File: src/rtl/mem_port_arbiter.sv
// Round-robin arbiter sharing one synchronous-read program memory port between
// the fetch (F) and decoder (D) requesters; bursts of 1-3 bytes are served atomically.
module mem_port_arbiter #(
  parameter int ADDR_W = 9,
  parameter int DATA_W = 8,
  parameter int LEN_W  = 2
) (
  input  logic              clk,
  input  logic              reset,
  input  logic              f_req,
  input  logic [ADDR_W-1:0] f_addr,
  input  logic [LEN_W-1:0]  f_len,
  output logic              f_gnt,
  output logic              f_valid,
  output logic [DATA_W-1:0] f_data,
  input  logic              d_req,
  input  logic [ADDR_W-1:0] d_addr,
  input  logic [LEN_W-1:0]  d_len,
  output logic              d_gnt,
  output logic              d_valid,
  output logic [DATA_W-1:0] d_data,
  output logic              mem_rd,
  output logic [ADDR_W-1:0] mem_addr,
  input  logic [DATA_W-1:0] mem_data,
  output logic              busy
);

  typedef enum logic [1:0] {IDLE, ISSUE, DRAIN} state_t;

  typedef struct packed {
    logic [ADDR_W-1:0] addr;
    logic [LEN_W-1:0]  len;
  } req_t;

  localparam logic OWN_F = 1'b0;
  localparam logic OWN_D = 1'b1;

  state_t            state;
  logic              owner, last_served;
  logic [ADDR_W-1:0] cur_addr;
  logic [LEN_W-1:0]  cnt;
  logic              rd_q, rd_own_q;

  logic              pick_d;
  req_t              sel;
  logic [LEN_W-1:0]  eff_len;

  // D wins when it is alone, or on a tie when F was served last.
  assign pick_d  = d_req & (~f_req | (last_served == OWN_F));
  assign sel     = pick_d ? '{addr: d_addr, len: d_len} : '{addr: f_addr, len: f_len};
  assign eff_len = (sel.len == '0) ? LEN_W'(1) : sel.len;
  assign busy    = (state != IDLE);

  always_ff @(posedge clk or posedge reset) begin
    if (reset) begin
      state       <= IDLE;
      owner       <= OWN_D;
      last_served <= OWN_D;
      cur_addr    <= '0;
      cnt         <= '0;
      rd_q        <= 1'b0;
      rd_own_q    <= OWN_D;
      f_gnt       <= 1'b0;
      d_gnt       <= 1'b0;
      f_valid     <= 1'b0;
      d_valid     <= 1'b0;
      f_data      <= '0;
      d_data      <= '0;
      mem_rd      <= 1'b0;
      mem_addr    <= '0;
    end else begin
      f_gnt <= 1'b0;
      d_gnt <= 1'b0;

      // Read-return pipe: mem_data is live the cycle after mem_rd, then registered out.
      rd_q     <= mem_rd;
      rd_own_q <= owner;
      f_valid  <= rd_q & (rd_own_q == OWN_F);
      d_valid  <= rd_q & (rd_own_q == OWN_D);
      f_data   <= (rd_q && rd_own_q == OWN_F) ? mem_data : '0;
      d_data   <= (rd_q && rd_own_q == OWN_D) ? mem_data : '0;

      case (state)
        IDLE: if (f_req || d_req) begin
          owner       <= pick_d;
          last_served <= pick_d;
          f_gnt       <= ~pick_d;
          d_gnt       <= pick_d;
          mem_rd      <= 1'b1;
          mem_addr    <= sel.addr;
          cur_addr    <= sel.addr + 1'b1;
          cnt         <= eff_len;
          state       <= ISSUE;
        end
        ISSUE: begin
          // cnt counts issue cycles remaining, including the one on the port now.
          if (cnt == LEN_W'(1)) begin
            mem_rd <= 1'b0;
            state  <= DRAIN;
          end else begin
            mem_addr <= cur_addr;
            cur_addr <= cur_addr + 1'b1;
            cnt      <= cnt - 1'b1;
          end
        end
        DRAIN: state <= IDLE;
        default: state <= IDLE;
      endcase
    end
  end

endmodule

File: config.mk
export PLATFORM = sky130hd
export DESIGN_NAME = mem_port_arbiter
export DESIGN_NICKNAME = d
export VERILOG_FILES = /design/src/rtl/mem_port_arbiter.sv
export SDC_FILE = /design/constraint.sdc
export NUM_CORES = 1
export LEC_CHECK = 0
export CORE_MARGIN = 3
export CORE_UTILIZATION = 49
export DETAILED_ROUTE_END_ITERATION = 8
export GPL_TIMING_DRIVEN = 0
export PLACE_DENSITY = 0.9
export SLEW_MARGIN = 30
export SYNTH_ARGS = -nofsm -noshare
export SYNTH_HDL_FRONTEND = slang
export SYNTH_SLANG_ARGS = --single-unit
File: constraint.sdc
create_clock -name clk -period 3.45 [get_ports clk]
set_clock_uncertainty 0.2 [all_clocks]
set_input_delay 0.69 -clock clk [delete_from_list [all_inputs] [get_ports clk]]
set_output_delay 0.69 -clock clk [all_outputs]
set_load 0.01 [all_outputs]
==> reports/results.txt <==
run status: finished, final reports clean
Wirelength per Cell: 15.0 um
VDD IR-drop max: 0.621 mV
antenna-violating nets left: 0
reg2reg start: last_served$_DFFE_PP1P_
commonest non-fill, non-tap cells in the layout: sky130_fd_sc_hd__clkdlybuf4s50_1 (64), sky130_fd_sc_hd__dfrtp_1 (44), sky130_fd_sc_hd__nand2_1 (37)
kind of cell with the highest combined delay on the critical path: compound AO/OA/AOI/OAI gates
Finished Layout Cells: 322
transition at the pin with the smallest max-transition slack: 0.492 ns
maximum fanout along the worst path: 8
count of instances resized after the clock tree is built: 0
Initial Utilization: 53.2%
PnR Total Power: 2920 uW
floorplan die width: 70.7 um
DRT Pass-1 Iters: 4
Port Buf Inserts: 64
global-route total usage across every layer: 20.9%
setup violation total in the final timing report: 0
LEAKAGE: 0.00132 uW
share of synthesized area occupied by flip-flops and latches: 56.3%
maximum number of pins on one net before global-route repair: 28
antenna diode count: 0
violation count after the first detailed-routing iteration: 180
total net switching power: 1190 uW
cell count of the worst reg-to-reg path: 7
Cell variety after synth: 40
Reg clk slew, reported paths: 0.08 ns
final setup TNS: 0 ns
hold path startpoint: mem_rd$_DFFE_PP0P_
first-pass GRT wire length: 8240 um
area added between synthesis and finish: 40.7%
GPL Wtd Cong: 0.816
Critical Path Start Type: input pin
remaining global-route overflow: 0
core area: 0.00385 mm^2
reg-to-reg slack, setup: 1.26 ns
number of slew-limit violations in the final report: 0
cell internal power dissipation: 1730 uW
Worst Hold Class: flip-flop to flip-flop
setup repair after global routing missed its margin: no
standard-cell row count: 22
worst-path cell chain: clkdlybuf4s50_1 -> a21boi_2 -> a21oi_1 -> a21oi_1 -> nand4_2 -> xnor2_1 -> o21ai_1
most frequent cell on the critical path: sky130_fd_sc_hd__a21oi_1
max-cap check violation count: 0
vertical extent of the die: 70.7 um
number of nets in the synthesized netlist: 236
synthesized instance count: 201
Peak Freq: 372 MHz
headroom to the max-slew limit: 67.2%
via count of the first global-routing pass: 1713
Avg Inst Size Synth: 10.2 um^2
final hold viol count: 0
storage element area: 0.00115 mm^2
average via count per standard cell: 5.34
clock tree from TritonCTS: built
clock latency reported for the late side of the worst-skew pair: 0.30 ns
Worst EP required: 3.42 ns
area taken by multi-input logic gates: 838 um^2
Net Sw Frac: 40.6%
period utilization: 77.9%
number of synthesized register bits: 46
primary flip-flop cell chosen by synthesis mapping: sky130_fd_sc_hd__dfrtp_1
Warnings, synthesis: 0
proportion of layout cells with a drive suffix above 1: 9.49%
power per unit of standard cell area: 1010 mW/mm^2
class of the most critical setup path: input pin to flip-flop
power share of the sequential group: 31.8%
total of hold buffers inserted after clock tree synthesis: 0
final net count: 308
destination of the worst hold path: rd_q$_DFF_PP0_
count of flip-flops with a built-in enable after synthesis: 0
most common library cell in the layout ignoring fill and taps: sky130_fd_sc_hd__clkdlybuf4s50_1
end of the worst register-to-register path: cur_addr[5]$_DFFE_PP0P_
Top-Level Pins: 65
endpoint kind of the worst setup timing path: flip-flop
placed cell count: 314
Largest stage delay, worst path: 0.56 ns
vias post-DR: 1718
Num CTS Buffers: 5
Hold Path Stages: 0
final design utilization: 74.9%
post-detail-place hpwl: 3500 um
CTS Buffer Depth: 2
Detailed Route WL: 4830 um
detailed-route DRC error count: 0
Filler Cells Inserted: 280
Synth Cell Area: 0.00205 mm^2
antenna violations before repair: 0
crit path DAT: 2.66 ns
Logic pwr share: 54.5%
library cell used as clock root buffer: sky130_fd_sc_hd__clkbuf_8
full die area: 0.00500 mm^2
htree depth: 2
Tmin final: 2.69 ns
share of power burned in the clock network: 13.7%
slowest cell on the critical path: sky130_fd_sc_hd__clkdlybuf4s50_1
WP buf/inv: 1
post-CTS setup buffers: 0
Sink Count: 46
Async SR Flop Fraction: 100%
logic make-up (layout without fill, tap and decap cells):
kind of cell	Yosys count	count (layout)	synth area share, %
AO/OA/AOI/OAI	41	41	14.0
XOR/XNOR	5	5	2.14
adder cells (fa/ha/maj)	1	1	0.610
buffers and inverters	12	85	2.87
flip-flops	46	46	56.3
multiplexers	5	5	2.44
AND/OR/NAND/NOR	91	91	21.7
routing by layer:
| metal | GRT usage, % | wire length [um] |
|---|---|---|
| met1 | 26.4 | 1900 |
| met2 | 35.7 | 2530 |
| met5 | 0 | 0 |
| met3 | 4.40 | 285 |
| met4 | 6.89 | 110 |
state kept, by name (all words and copies together), names as in the netlist:
name,cells
cnt,2
cur_addr,9
d_data,8
d_gnt,1
d_valid,1
f_data,8
f_gnt,1
f_valid,1
last_served,1
mem_addr,9
mem_rd,1
rd_own_q,1
rd_q,1
state,2
worst max-delay path by stage:
stage / end / from / slack [ns] / cells after the start
after global placement: cur_addr[5]$_DFFE_PP0P_ / d_req / 0.54 / 7
after floorplan: cur_addr[5]$_DFFE_PP0P_ / d_req / 1.34 / 6
after detailed placement: cur_addr[5]$_DFFE_PP0P_ / d_req / 0.47 / 7
after global routing: cur_addr[5]$_DFFE_PP0P_ / d_req / 0.58 / 7
after CTS: cur_addr[5]$_DFFE_PP0P_ / d_req / 0.78 / 7
final: cur_addr[5]$_DFFE_PP0P_ / d_req / 0.76 / 7
final cells by class:
cell class                      count  share of cell area [%]
Tap cell                           48                    2.08
Sequential cell                    46                    40.0
Inverter                            4                   0.520
Timing Repair Buffer               65                    22.9
Clock buffer                        5                    2.39
Multi-Input combinational cell    143                    29.1
Clock inverter                      3                    1.56
Buffer                              8                    1.52
stage by stage:
stage | hold WS, ns | setup slack (ns) | instance area [um^2]
6_report | 0.210 | 0.762 | 2890
3_3_place_gp | 0.185 | 0.536 | 2750
3_5_place_dp | 0.194 | 0.466 | 2770
5_1_grt | 0.225 | 0.576 | 2890
4_1_cts | 0.211 | 0.779 | 2890
2_1_floorplan | 0.185 | 1.34 | 2050
synth_stat cells (2+ instances only):
cell / instances / area [um^2]
sky130_fd_sc_hd__a31oi_1: 2 / 12.5
sky130_fd_sc_hd__nor4_1: 2 / 12.5
sky130_fd_sc_hd__buf_2: 2 / 10.0
sky130_fd_sc_hd__a21o_1: 6 / 45.0
sky130_fd_sc_hd__dfrtp_1: 44 / 1100
sky130_fd_sc_hd__o21a_1: 2 / 15.0
sky130_fd_sc_hd__a21oi_1: 10 / 50.1
sky130_fd_sc_hd__mux2i_1: 5 / 50.1
sky130_fd_sc_hd__clkbuf_1: 4 / 15.0
sky130_fd_sc_hd__a221oi_2: 2 / 30.0
sky130_fd_sc_hd__nand3_1: 4 / 20.0
sky130_fd_sc_hd__inv_1: 3 / 11.3
sky130_fd_sc_hd__nand2_1: 37 / 139
sky130_fd_sc_hd__a21oi_2: 2 / 17.5
sky130_fd_sc_hd__xnor2_1: 4 / 35.0
sky130_fd_sc_hd__nor2_1: 18 / 67.6
sky130_fd_sc_hd__and2_1: 12 / 75.1
sky130_fd_sc_hd__and3_1: 8 / 50.1
sky130_fd_sc_hd__o211ai_1: 2 / 15.0
sky130_fd_sc_hd__o21ai_0: 4 / 20.0
sky130_fd_sc_hd__o21ai_1: 4 / 20.0
sky130_fd_sc_hd__nor3_1: 5 / 25.0
sky130_fd_sc_hd__dfstp_2: 2 / 52.6
power by group through the flow:
stage / clock [uW] / sequential [uW] / combinational (uW)
2_1_floorplan: 0 / 977 / 971
3_3_place_gp: 0 / 924 / 1520
3_5_place_dp: 0 / 938 / 1570
4_1_cts: 409 / 930 / 1600
5_1_grt: 429 / 964 / 1770
6_report: 400 / 930 / 1590
Note: power is estimated with default switching activity, not from simulation.
